<file path="config.mk">
export PLATFORM = sky130hd
export DESIGN_NAME = aoc_day01_ascii_loader
export DESIGN_NICKNAME = d
export VERILOG_FILES = /design/src/rtl/aoc_day01_ascii_loader.sv
export SDC_FILE = /design/constraint.sdc
export NUM_CORES = 1
export LEC_CHECK = 0
export ABC_AREA = 1
export CAP_MARGIN = 20
export CORE_UTILIZATION = 35
export DETAILED_ROUTE_END_ITERATION = 10
export PLACE_DENSITY = 0.53
export RECOVER_POWER = 100
export SLEW_MARGIN = 10
export SYNTH_ARGS = -nofsm -noshare
export SYNTH_HDL_FRONTEND = slang
export SYNTH_SLANG_ARGS = --single-unit
export TNS_END_PERCENT = 1
</file>
<file path="constraint.sdc">
create_clock -name clk -period 5.8 [get_ports clk]
set_input_delay 1.16 -clock clk [delete_from_list [all_inputs] [get_ports clk]]
set_output_delay 1.16 -clock clk [all_outputs]
set_load 0.02 [all_outputs]
</file>
<file path="src/rtl/aoc_day01_ascii_loader.sv">
// aoc_day01_ascii_loader: parses "<left><ws><right>\n" ASCII lines into an interleaved word memory (left at 2k, right at 2k+1).
// Define AOC_COL_SUM_EN to add per-column wrapping checksums sum_left/sum_right.
module aoc_day01_ascii_loader #(
    parameter int WORD_W = 32,
    parameter int DEPTH  = 2000,
    parameter int ADDR_W = 11
) (
    input  logic              clk,
    input  logic              rst,
    input  logic              in_valid,
    input  logic [7:0]        in_data,
    input  logic              in_last,
    output logic              in_ready,
    output logic              wr_en,
    output logic [ADDR_W-1:0] wr_addr,
    output logic [WORD_W-1:0] wr_data,
    output logic [ADDR_W-1:0] pair_count,
`ifdef AOC_COL_SUM_EN
    output logic [WORD_W-1:0] sum_left,
    output logic [WORD_W-1:0] sum_right,
`endif
    output logic              done,
    output logic              err
);
    typedef enum logic [1:0] {GAP, NUM, DONE, ERR} state_t;
    state_t            state_q, state_d;
    logic [WORD_W-1:0] acc_q, acc_d;
    logic [ADDR_W:0]   addr_q, addr_d;
    logic              col_q, col_d;
    logic              full_q, full_d;
    logic              wr_en_q, wr_en_d;
    logic [ADDR_W-1:0] wr_addr_q, wr_addr_d;
    logic [WORD_W-1:0] wr_data_q, wr_data_d;
    logic [ADDR_W-1:0] pair_q, pair_d;
    logic              emit, bad;
    logic [WORD_W-1:0] emit_val;
    logic              is_digit, is_ws, is_eol, is_cr, mem_full;
    logic [WORD_W-1:0] digit, acc_mac;
    assign is_digit = in_data >= 8'h30 && in_data <= 8'h39;
    assign is_ws    = in_data == 8'h20 || in_data == 8'h09;
    assign is_eol   = in_data == 8'h0A;
    assign is_cr    = in_data == 8'h0D;
    assign digit    = {{(WORD_W-4){1'b0}}, in_data[3:0]};
    assign acc_mac  = acc_q * WORD_W'(10) + digit;
    // addr counts one past ADDR_W so a completely full memory is distinguishable from empty
    assign mem_full = addr_q == (ADDR_W+1)'(DEPTH);
    assign in_ready   = state_q == GAP || state_q == NUM;
    assign done       = state_q == DONE;
    assign err        = state_q == ERR;
    assign wr_en      = wr_en_q;
    assign wr_addr    = wr_addr_q;
    assign wr_data    = wr_data_q;
    assign pair_count = pair_q;
    // Byte parser: col=1 means the right value is next; full marks a line whose right value already ended on whitespace
    always_comb begin
        state_d  = state_q;
        acc_d    = acc_q;
        col_d    = col_q;
        full_d   = full_q;
        emit     = 1'b0;
        emit_val = acc_q;
        bad      = 1'b0;
        if (in_valid && in_ready) begin
            case (state_q)
                GAP: begin
                    if (is_digit) begin
                        bad     = full_q || mem_full;
                        acc_d   = digit;
                        state_d = NUM;
                    end else if (is_eol) begin
                        bad    = col_q;
                        full_d = 1'b0;
                    end else begin
                        bad = !(is_ws || is_cr);
                    end
                end
                NUM: begin
                    if (is_digit) begin
                        acc_d = acc_mac;
                    end else if (is_ws || is_eol) begin
                        bad     = is_eol && !col_q;
                        emit    = !bad;
                        col_d   = !col_q;
                        full_d  = is_ws && col_q;
                        state_d = GAP;
                    end else begin
                        bad = !is_cr;
                    end
                end
                default: ;
            endcase
            if (bad) begin
                state_d = ERR;
            end else if (in_last) begin
                if (state_d == NUM) begin
                    emit     = 1'b1;
                    emit_val = acc_d;
                    col_d    = !col_q;
                end
                state_d = col_d ? ERR : DONE;
            end
        end
        addr_d    = emit ? addr_q + (ADDR_W+1)'(1) : addr_q;
        wr_en_d   = emit;
        wr_addr_d = emit ? addr_q[ADDR_W-1:0] : wr_addr_q;
        wr_data_d = emit ? emit_val : wr_data_q;
        pair_d    = pair_q + ADDR_W'(emit && addr_q[0]);
    end
    // Parser state and registered write port
    always_ff @(posedge clk) begin
        if (rst) begin
            state_q   <= GAP;
            acc_q     <= '0;
            addr_q    <= '0;
            col_q     <= 1'b0;
            full_q    <= 1'b0;
            wr_en_q   <= 1'b0;
            wr_addr_q <= '0;
            wr_data_q <= '0;
            pair_q    <= '0;
        end else begin
            state_q   <= state_d;
            acc_q     <= acc_d;
            addr_q    <= addr_d;
            col_q     <= col_d;
            full_q    <= full_d;
            wr_en_q   <= wr_en_d;
            wr_addr_q <= wr_addr_d;
            wr_data_q <= wr_data_d;
            pair_q    <= pair_d;
        end
    end
`ifdef AOC_COL_SUM_EN
    logic [WORD_W-1:0] sum_left_q, sum_left_d, sum_right_q, sum_right_d;
    assign sum_left  = sum_left_q;
    assign sum_right = sum_right_q;
    // Column checksums follow the write strobe of their column
    always_comb begin
        sum_left_d  = sum_left_q + ((emit && !addr_q[0]) ? emit_val : '0);
        sum_right_d = sum_right_q + ((emit && addr_q[0]) ? emit_val : '0);
    end
    // Checksum registers
    always_ff @(posedge clk) begin
        if (rst) begin
            sum_left_q  <= '0;
            sum_right_q <= '0;
        end else begin
            sum_left_q  <= sum_left_d;
            sum_right_q <= sum_right_d;
        end
    end
`endif
endmodule
</file>
======== Word-level counts from Yosys, hierarchy flattened ========
Cells that the tools add are included.
storage, ports and cells
  bits of input ports ..................... 12
  logic and storage cells ................. 87
  register bits after elaboration ......... 103
  output and inout port bits .............. 58
cells by class
  reduce and logical (&&, ||, !) cells .... 17
  equal/unequal tests ..................... 13
  add/subtract/negate cells ............... 3
  magnitude comparators ................... 2
  $mul .................................... 1
  muxes and demuxes ....................... 42
operators with widths
  kind                     number
  $mux W32                 6
  $pmux W32 S2             1
  $add A32 B4 Y32          1
  $mul A32 B3 Y31 const B  1
  $mux W1                  26
  $eq A8 B4 Y1 const B     3
  $add A12 B1 Y12 const B  1
  $eq A12 B11 Y1 const B   1
  $mux W2                  6
  $add A11 B1 Y11          1
  $eq A8 B6 Y1 const B     1
  $ge A8 B6 Y1 const B     1
  $le A8 B6 Y1 const B     1
  $ne A2 B2 Y1 const B     3
  $reduce_and A6 Y1        1
  $logic_and A1 B1 Y1      5
  $logic_or A1 B1 Y1       5
  $eq A2 B1 Y1 const B     2
  $eq A2 B2 Y1 const B     2
  $logic_not A1 Y1         4
  $pmux W1 S2              2
  $pmux W2 S2              1
  $logic_not A2 Y1         1
  $ne A2 B1 Y1 const B     1
  $reduce_bool A2 Y1       1

======== Longest topological paths before layout ========
Gate-level depths: netlist of run 1.
  depth in word-level cells ............... 15
  depth in mapped cells ................... 24
  mapped depth without buffers ............ 24

======== Worst setup path after synthesis of run 1 ========
Ideal clock, no wire load.
  path type ............................... input-to-reg
  from .................................... input port in_data[7]
  to ...................................... register pair_q[10], in the netlist pair_count[10]
  setup time .............................. 0.119 ns
  stages on the path ...................... 24
  data required time ...................... 5.681 ns
  path buffers ............................ 0
  data arrival time ....................... 3.776 ns
  setup slack ............................. 1.904 ns
  cells stage by stage .................... nor2_1 > nand3_1 > inv_1 > nand4_1 > a21boi_1 > nand2_1 > nand2_1 > nand3_1 > and2_4 > nand3_2 > nor2_4 > nor2_1 > nor2_1 > ha_1 > ha_1 > nand2_1 > nor2_1 > inv_1 > nor3_1 > nand2_1 > nor2_1 > nand3_1 > o21ai_0 > a21oi_1
on the way
  cells in the longest elaborated chain, start to end .. 14
  elaborated cells on any way between the ends .. 35
  those cells by class .................... add/sub: 1; order compare: 2; eq/ne: 5; mux: 18; reduce/logical: 9
RTL lines
  item                                                                   RTL line  RTL
  start, declared                                                        11        input logic [7:0] in_data,
  parallel branches: the longest is 10 deep, another holds $ge A8 B6 Y1  -
  $mux W1 (*)                                                            92        if (bad) begin
  $mux W1 (*)                                                            63        if (in_valid && in_ready) begin
  $logic_and A1 B1 Y1 (*)                                                107       pair_d = pair_q + ADDR_W'(emit && addr_q[0]);
  $add A11 B1 Y11 (*)                                                    107
  end signal, assigned                                                   130       pair_q <= pair_d;
  end, declared                                                          34        logic [ADDR_W-1:0] pair_q, pair_d;
Every way passes the cells marked *. The select of a mux whose other input is x is not followed.
A chain may end at the register's enable or synchronous reset.

======== Worst setup path in the final report of run 1 ========
  from .................................... input port in_data[0]
  to ...................................... register wr_data_q[23], in the netlist wr_data[23]
on the way
  cells in the longest elaborated chain, start to end .. 12
  elaborated cells on any way between the ends .. 41
  those cells by class .................... add/sub: 1; order compare: 2; eq/ne: 5; mux: 25; reduce/logical: 8
RTL lines
  item                                                                      RTL line  RTL
  parallel branches: the longest is 12 deep, another holds $add A32 B4 Y32  -
  end signal, assigned                                                      129       wr_data_q <= wr_data_d;
  end, declared                                                             33        logic [WORD_W-1:0] wr_data_q, wr_data_d;
Parallel ways; which one is timed is not known. The select of a mux whose other input is x is not followed.

==> out/results.tsv, run 1 <==
stage	metric	value	unit
status	run_status	finished clean	
yosys	synth-xor-area-share	0.02212	
floorplan	vertical_extent_of_the_die	155.1	um
yosys	syn_area	0.008203	mm^2
yosys	synth_fp_nets	1379	
timing	rsz_0062_raised_after_global_routing	false	
yosys	async_flop_share	0	
timing	setup_tns	0	ns
floorplan	fp-row-count	55	
yosys	synth.yosys.warnings	0	
drt	routed_via_density	4.937	
layout	post-route-cell-area	0.009420	mm^2
drt	drc_errors	0	
yosys	netlist_instances	1303	
yosys	synth_top_family_by_area	simple AND/OR/NAND/NOR gates	
drt	routed_wire_length_per_instance	15.06	um
power	power.static_leakage	4.600	nW
worst_setup_path	critical_path_peak_fanout	32	
yosys	synth-main-ff-cell	sky130_fd_sc_hd__dfxtp_1	
worst_setup_path	timing.setup.critical_path_class	in2reg	
drt	post_detailed_routing_wire_length	25.28	mm
yosys	yosys.area_share.simple	0.3613	
yosys	yosys_register_bits	103	
yosys	synth-compound-area-share	0.1548	
timing	layout_worst_path_cycle_share	0.8475	
global_routing	grt_pass1_vias	7657	
layout	finish.utilization	0.4136	
timing	finalHoldViolCount	0	
yosys	synth_mux_area_frac	0	
timing	finalWorstPathRequiredPeriod	4.916	ns
worst_setup_path	end_kind	register	
cts	cts_sinks	103	
timing	maxSlewViolCount	0	
cts	clkLatencyLatePin	0.36	ns
power	power.share.combinational	0.224	
worst_setup_path	cp_cell_instances	dlygate4sd3_1 -> inv_1 -> nor2_1 -> nand4_1 -> a21boi_0 -> nand2_1 -> nand2_1 -> nand3_1 -> and2_4 -> nand3_1 -> nor2_1 -> buf_4 -> inv_1 -> nand2_4 -> nor2_2 -> nand2_1 -> nand2_1	
floorplan	boundaryPins	70	
cts	ctsHoldBuffers	0	
cts	ctsRootBufferMaster	sky130_fd_sc_hd__clkbuf_16	
place	placed_cells	1663	
floorplan	fp.dieArea	0.02405	mm^2
cts	post-cts-setup-buffers	0	
layout	layout.filler_cells	2529	
place	place.port_buffers	69	
cts	clk_transition_reported_paths	0.07	ns
power	power.net_switching	0.0005862	W
global_routing	grt_start_max_net_pins	58	
global_routing	grt.overflow.total	0	
power	share_clk_of_total_power	0.345	
drt	drt_iter0_drc	539	
cts	tritoncts.num_buffers	9	
yosys	netlist-cell-type-count	54	
floorplan	initial_core_utilization	0.3601	
power	share_seq_of_total_power	0.431	
global_routing	first_pass_grt_wire_length	40.93	mm
timing	max_slew.worst_pin.slew	1.124	ns
timing	max_slew_headroom	0.2508	
yosys	post_synth_edffs	0	
global_routing	number_of_antenna_violations_at_the_first_check_in_global_routing	0	
cts	htreeDepth	3	
floorplan	die_x	155.1	um
worst_setup_path	worst_ep_arrival_time	5.21	ns
power	worst_ir_drop_vdd	0.0001178	V
yosys	synth-seq-area-share	0.2514	
worst_setup_path	cp.required	6.10	ns
cts	tritoncts	done	
global_routing	global_route.usage.total	0.2159	
run	maxCapViolations	0	
cts	cts_repair_resize_count	0	
drt	detailedRoute.firstPassIterationCount	5	
place	dpl_cell_area	0.009190	mm^2
layout	finalNonFillerCells	1679	
yosys	synth_fa_ha_area_frac	0.09945	
place	gp_congestion	0.9007	
power	switching_share	0.3325	
worst_setup_path	cp-start-kind	input pin	
drt	antenna_violating_nets_post_route	0	
timing	clock.fmax	203.4	MHz
cts	clk_path_buf_depth	2	
worst_setup_path	timing.critical_path.slowest_cell_delay	0.60	ns
layout	layout-drive-gt1-share	0.05783	
layout	antenna-diode-count	0	
floorplan	coreArea	0.02278	mm^2
drt	count_of_vias_placed_by_the_detailed_router	8289	
timing	skew	0.007486	ns
timing	final_number_of_setup_violating_endpoints	0	
place	place_hpwl	20.04	mm
layout	final_net_count	1437	
layout	area_growth_syn_to_layout	14.84	%
power	powerDensity	187.1	mW/mm^2
worst_setup_path	cp_common_cell	sky130_fd_sc_hd__nand2_1	
yosys	syn-mean-instance-area	6.295	um^2
hold_path	hold_wc_path_type	reg2reg	
power	p_int	0.001177	W
worst_setup_path	worst_path_slowest_cell	sky130_fd_sc_hd__dlygate4sd3_1	
power groups by stage:
stage / registers (W) / logic, W / clock network (W)
after floorplan: 0.000761 / 0.000291 / 0
after global placement: 0.000776 / 0.000400 / 0
after detailed placement: 0.000776 / 0.000398 / 0
after CTS: 0.000759 / 0.000401 / 0.000626
after global routing: 0.000762 / 0.000444 / 0.000655
final: 0.000759 / 0.000395 / 0.000609
logic make-up after synthesis:
logic type / after synthesis
buffers and inverters: 230
AO/OA/AOI/OAI: 218
adder cells (fa/ha/maj): 64
AND/OR/NAND/NOR: 669
XOR/XNOR: 19
flip-flops: 103
path summary, 6_finish.rpt:
check | startpoint | end | slack, ns | cells past startpoint
max | in_data[0] | wr_data[23]$_SDFFE_PP0N_ | 0.88 | 17
min reg2reg | wr_data[26]$_SDFFE_PP0N_ | wr_data[26]$_SDFFE_PP0N_ | 0.45 | 2
max reg2reg | state_q[0]$_SDFFE_PP0P_ | pair_count[10]$_SDFF_PP0_ | 2.02 | 22
min | wr_data[26]$_SDFFE_PP0N_ | wr_data[26]$_SDFFE_PP0N_ | 0.45 | 2
state kept, by name (all words and copies together), names as in the netlist:
signal      count
addr_q         12
col_q           1
wr_addr        11
wr_en           1
acc_q          32
state_q         2
wr_data        32
pair_count     11
full_q          1
cell usage in the layout, fill, tap and decap left out, types with 9 or more instances in the layout:
| cell type | netlist | routed |
|---|---|---|
| sky130_fd_sc_hd__a31oi_1 | 9 | 9 |
| sky130_fd_sc_hd__o21ai_0 | 68 | 73 |
| sky130_fd_sc_hd__o211ai_1 | 15 | 15 |
| sky130_fd_sc_hd__ha_1 | 62 | 62 |
| sky130_fd_sc_hd__nand3_1 | 79 | 81 |
| sky130_fd_sc_hd__nand4_1 | 24 | 24 |
| sky130_fd_sc_hd__dfxtp_1 | 103 | 103 |
| sky130_fd_sc_hd__nand2_2 | 10 | 10 |
| sky130_fd_sc_hd__dlygate4sd3_1 | 0 | 61 |
| sky130_fd_sc_hd__a21oi_1 | 85 | 85 |
| sky130_fd_sc_hd__inv_1 | 188 | 191 |
| sky130_fd_sc_hd__nor2_2 | 13 | 11 |
| sky130_fd_sc_hd__clkbuf_16 | 0 | 9 |
| sky130_fd_sc_hd__nor3_1 | 12 | 13 |
| sky130_fd_sc_hd__xor2_1 | 10 | 10 |
| sky130_fd_sc_hd__nand2_1 | 382 | 382 |
| sky130_fd_sc_hd__nor2_1 | 108 | 112 |
stage by stage:
stage	hold WS, ns	power (W)	setup slack, ns
after floorplan	0.4445	0.001053	1.904
after detailed placement	0.4412	0.001174	0.9769
after global placement	0.4431	0.001176	1.051
final	0.4545	0.001763	0.8843
after global routing	0.4787	0.001861	0.4386
after CTS	0.4598	0.001787	1.339
area by class of cell:
type                            instances  area [um^2]  area share
Tap cell                              313        391.6     0.04157
Sequential cell                       103         2062      0.2189
Inverter                              199        749.5     0.07956
Clock buffer                           11        252.7     0.02683
Multi-Input combinational cell        970         5182      0.5501
Timing Repair Buffer                   78        742.0     0.07876
Clock inverter                          5        40.04    0.004250
metal layers:
layer | up-vias | GRT usage | part of all wire
met5 | - | 0 | 0
met1 | 3744 | 0.2913 | 0.48
met3 | 28 | 0.02869 | 0.038
met4 | 0 | 0.05328 | 0.019
met2 | 171 | 0.3619 | 0.46
li1 | 4346 | - | -
synth_stat cells, types with 3 or more instances:
cell type / instances / area [um^2]
sky130_fd_sc_hd__a211oi_2: 7 / 87.58
sky130_fd_sc_hd__a21oi_1: 85 / 425.4
sky130_fd_sc_hd__a22oi_1: 3 / 22.52
sky130_fd_sc_hd__a31oi_1: 9 / 56.30
sky130_fd_sc_hd__buf_2: 11 / 55.05
sky130_fd_sc_hd__buf_4: 4 / 30.03
sky130_fd_sc_hd__clkbuf_1: 13 / 48.80
sky130_fd_sc_hd__clkinv_1: 3 / 11.26
sky130_fd_sc_hd__dfxtp_1: 103 / 2062
sky130_fd_sc_hd__ha_1: 62 / 775.7
sky130_fd_sc_hd__inv_1: 188 / 705.7
sky130_fd_sc_hd__inv_2: 7 / 26.28
sky130_fd_sc_hd__nand2_1: 382 / 1434
sky130_fd_sc_hd__nand2_2: 10 / 62.56
sky130_fd_sc_hd__nand3_1: 79 / 395.4
sky130_fd_sc_hd__nand3_2: 10 / 100.1
sky130_fd_sc_hd__nand3b_1: 7 / 52.55
sky130_fd_sc_hd__nand4_1: 24 / 150.1
sky130_fd_sc_hd__nor2_1: 108 / 405.4
sky130_fd_sc_hd__nor2_2: 13 / 81.33
sky130_fd_sc_hd__nor2_4: 4 / 45.04
sky130_fd_sc_hd__nor3_1: 12 / 60.06
sky130_fd_sc_hd__nor3_2: 3 / 30.03
sky130_fd_sc_hd__nor4_1: 8 / 50.05
sky130_fd_sc_hd__o211ai_1: 15 / 112.6
sky130_fd_sc_hd__o21ai_0: 68 / 340.3
sky130_fd_sc_hd__o21ai_1: 7 / 35.03
sky130_fd_sc_hd__o21bai_1: 4 / 30.03
sky130_fd_sc_hd__o22ai_1: 5 / 31.28
sky130_fd_sc_hd__xnor2_1: 7 / 61.31
sky130_fd_sc_hd__xor2_1: 10 / 87.58
critical path: cells and delay by family:
family                 cells  cell delay, ns
AOI/OAI and AO/OA          1            0.38
buffers and inverters      4            1.59
and+or+nand+nor           12            2.06
Power figures use the tool's default switching activity.
==> run 2: changes to the inputs <==
- PLACE_DENSITY: 0.53 -> 0.55
- clock period: 5.8 -> 4.45 ns (I/O delays scaled with it)
==> run 2 against run 1 <==
  * Worst hold slack worse by 0.0029 ns
  * Register-to-register slack worse by 1.2 ns
  * Total power up 34%
  * Setup slack got worse by 0.57 ns
  * Global-route usage shrank 0.49 points
  * Sequential power is 30% higher
  * Highest routed layer unchanged
  * Critical endpoint is now wr_data[10]$_SDFFE_PP0N_
  * Cell count grew 0.71%
  * Sequential cell count stayed put
==> out/results.tsv, run 2 (synthesized netlist as in run 1, its figures left out) <==
stage	metric	value	unit	change
drt	count_of_vias_placed_by_the_detailed_router	8326		+0.45%
timing	clock.fmax	242.0	MHz	
power	power.static_leakage	4.654	nW	+1.2%
worst_setup_path	cp.required	4.76	ns	-1.34 ns
floorplan	initial_core_utilization	0.3601		unchanged
worst_setup_path	cp-start-kind	input pin		
power	power.share.combinational	0.222		-0.002
cts	htreeDepth	3		unchanged
power	share_seq_of_total_power	0.418		-0.013
layout	area_growth_syn_to_layout	16.26	%	
hold_path	hold_wc_path_type	reg2reg		
timing	final_number_of_setup_violating_endpoints	0		unchanged
timing	final_critical_path_setup_slack	0.3182	ns	-0.5660 ns
floorplan	boundaryPins	70		unchanged
power	power.net_switching	0.0007873	W	+34%
cts	tritoncts.num_buffers	9		unchanged
place	place.port_buffers	69		unchanged
layout	finalNonFillerCells	1691		+0.71%
status	run_status	finished clean		
timing	maxSlewViolCount	0		unchanged
drt	routed_wire_length_per_instance	14.74	um	-2.1%
layout	sequential_cell_area	0.002062	mm^2	unchanged
worst_setup_path	end_kind	register		
drt	antenna_violating_nets_post_route	0		unchanged
power	worst_ir_drop_vdd	0.0001700	V	+44%
power	p_int	0.001572	W	+34%
timing	rsz_0062_raised_after_global_routing	false		
layout	final_cell_mix	382 x sky130_fd_sc_hd__nand2_1, 189 x sky130_fd_sc_hd__inv_1, 111 x sky130_fd_sc_hd__nor2_1		
cts	clkLatencyLatePin	0.36	ns	about the same
global_routing	global_route.usage.total	0.2110		-0.004897
drt	drc_errors	0		unchanged
layout	layout-drive-gt1-share	0.06749		+0.009656
power	switching_share	0.3337		+0.001135
power	powerDensity	247.4	mW/mm^2	+32%
layout	antenna-diode-count	0		unchanged
layout	multi_input_area	0.005204	mm^2	+0.41%
place	placed_cells	1675		+0.72%
cts	post-cts-setup-buffers	0		unchanged
floorplan	fp.dieArea	0.02405	mm^2	unchanged
timing	layout_worst_path_cycle_share	0.9285		
drt	post_detailed_routing_wire_length	24.93	mm	-1.4%
global_routing	grt_start_max_net_pins	57		-1.7%
drt	detailedRoute.firstPassIterationCount	5		unchanged
cts	ctsRootBufferMaster	sky130_fd_sc_hd__clkbuf_16		
global_routing	number_of_antenna_violations_at_the_first_check_in_global_routing	0		unchanged
cts	clk_transition_reported_paths	0.08	ns	about the same
timing	skew	0.01039	ns	+0.002900 ns
global_routing	grt.overflow.total	0		unchanged
floorplan	coreArea	0.02278	mm^2	unchanged
power	share_clk_of_total_power	0.360		+0.015
worst_setup_path	cp_cell_instances	dlygate4sd3_1 -> o21ai_0 -> nand2_1 -> nor2_1 -> inv_2 -> clkbuf_1 -> nor2_1 -> a21oi_1 -> nor2_4 -> clkbuf_2 -> inv_1 -> nand2_4 -> nand2_4 -> inv_4 -> o211ai_1 -> nand2_1		
place	place_hpwl	19.64	mm	-2.0%
layout	layout.filler_cells	2480		-1.9%
place	gp_congestion	0.9308		+3.3%
timing	max_slew_headroom	0.08488		-0.1659
timing	max_slew.worst_pin.slew	1.373	ns	+0.2488 ns
timing	setup_tns	0	ns	unchanged
power	design_power_total	0.002359	W	+34%
worst_setup_path	critical_path_peak_fanout	32		unchanged
worst_setup_path	worst_path_slowest_cell	sky130_fd_sc_hd__clkbuf_2		
worst_setup_path	timing.critical_path.slowest_cell_delay	0.60	ns	about the same
drt	drt_iter0_drc	503		-6.7%
floorplan	vertical_extent_of_the_die	155.1	um	unchanged
cts	cts_sinks	103		unchanged
timing	finalWorstPathRequiredPeriod	4.132	ns	
worst_setup_path	worst_ep_arrival_time	4.44	ns	-0.77 ns
place	placement.setup.worst_slack	0.03117	ns	-0.9457 ns
floorplan	fp-row-count	55		unchanged
global_routing	grt_pass1_vias	7658		+0.013%
timing	finalHoldViolCount	0		unchanged
run	maxCapViolations	0		unchanged
cts	clk_path_buf_depth	2		unchanged
layout	final_net_count	1449		+0.84%
layout	layout.cells.most_common	sky130_fd_sc_hd__nand2_1		
worst_setup_path	timing.setup.critical_path_class	in2reg		
worst_setup_path	cp_num_buf_inv	6		+2
worst_setup_path	cp_top_family	buffers and inverters		
drt	routed_via_density	4.924		-0.27%
floorplan	die_x	155.1	um	unchanged
global_routing	first_pass_grt_wire_length	40.01	mm	-2.2%
cts	tritoncts	done		
## run 2: changes by cell type in the layout (fill, tap and decap cells not counted), sizes merged
cell           delta
dlygate4sd3       -1
clkbuf            +4
clkinv            +1
bufinv            +1
clkinvlp          -1
inv               +1
clkdlybuf4s50     +1
buf               +6
## run 2: path summary, 6_finish.rpt
check	startpoint	end	slack [ns]	cells after the start
setup reg to reg	acc_q[3]$_SDFFE_PP0P_	wr_data[27]$_SDFFE_PP0N_	0.86	17
hold / removal	wr_data[26]$_SDFFE_PP0N_	wr_data[26]$_SDFFE_PP0N_	0.45	2
hold reg to reg	wr_data[26]$_SDFFE_PP0N_	wr_data[26]$_SDFFE_PP0N_	0.45	2
setup / recovery	in_data[2]	wr_data[10]$_SDFFE_PP0N_	0.32	16
## run 2: power groups by stage
stage	Sequential (W)	Clock [W]	Combinational [W]
floorplan	0.000992	0	0.000380
global placement	0.00101	0	0.000527
detailed placement	0.00101	0	0.000525
CTS	0.000987	0.000870	0.000530
global route	0.000990	0.000904	0.000590
finish	0.000986	0.000850	0.000524
## run 2: layout make-up
| cell class | instances | share of cell area |
|---|---|---|
| Multi-Input combinational cell | 970 | 0.5457 |
| Sequential cell | 103 | 0.2162 |
| Timing Repair Buffer | 90 | 0.08528 |
| Inverter | 199 | 0.07859 |
| Tap cell | 313 | 0.04107 |
| Clock buffer | 9 | 0.02362 |
| Clock inverter | 7 | 0.009578 |
## run 2: worst min-delay path: stages, from the launching register on
cell and delay (ns):
sky130_fd_sc_hd__dfxtp_1 0.31, sky130_fd_sc_hd__nand2_1 0.06, sky130_fd_sc_hd__nand2_1 0.05
## run 2: layer usage
layer / wire (um) / up-vias / global-route usage
li1: - / 4382 / -
met1: 11700 / 3736 / 0.2705
met2: 11620 / 176 / 0.3627
met3: 883 / 32 / 0.02869
met4: 718 / 0 / 0.07025
met5: 0 / - / 0
## run 2: metrics by stage
stage / hold slack [ns] / utilization / instance area, um^2
6_report: 0.4516 / 0.4187 / 9537
5_1_grt: 0.4669 / 0.4187 / 9537
4_1_cts: 0.4594 / 0.4213 / 9597
3_5_place_dp: 0.4382 / 0.4074 / 9280
3_3_place_gp: 0.4418 / 0.4074 / 9280
2_1_floorplan: 0.4445 / - / 8203
## run 2: what timing repair did
action | in CTS | in global routing
resized for setup | 0 | 2
hold buffers | 0 | 0
endpoints found under the setup margin | 0 | 1
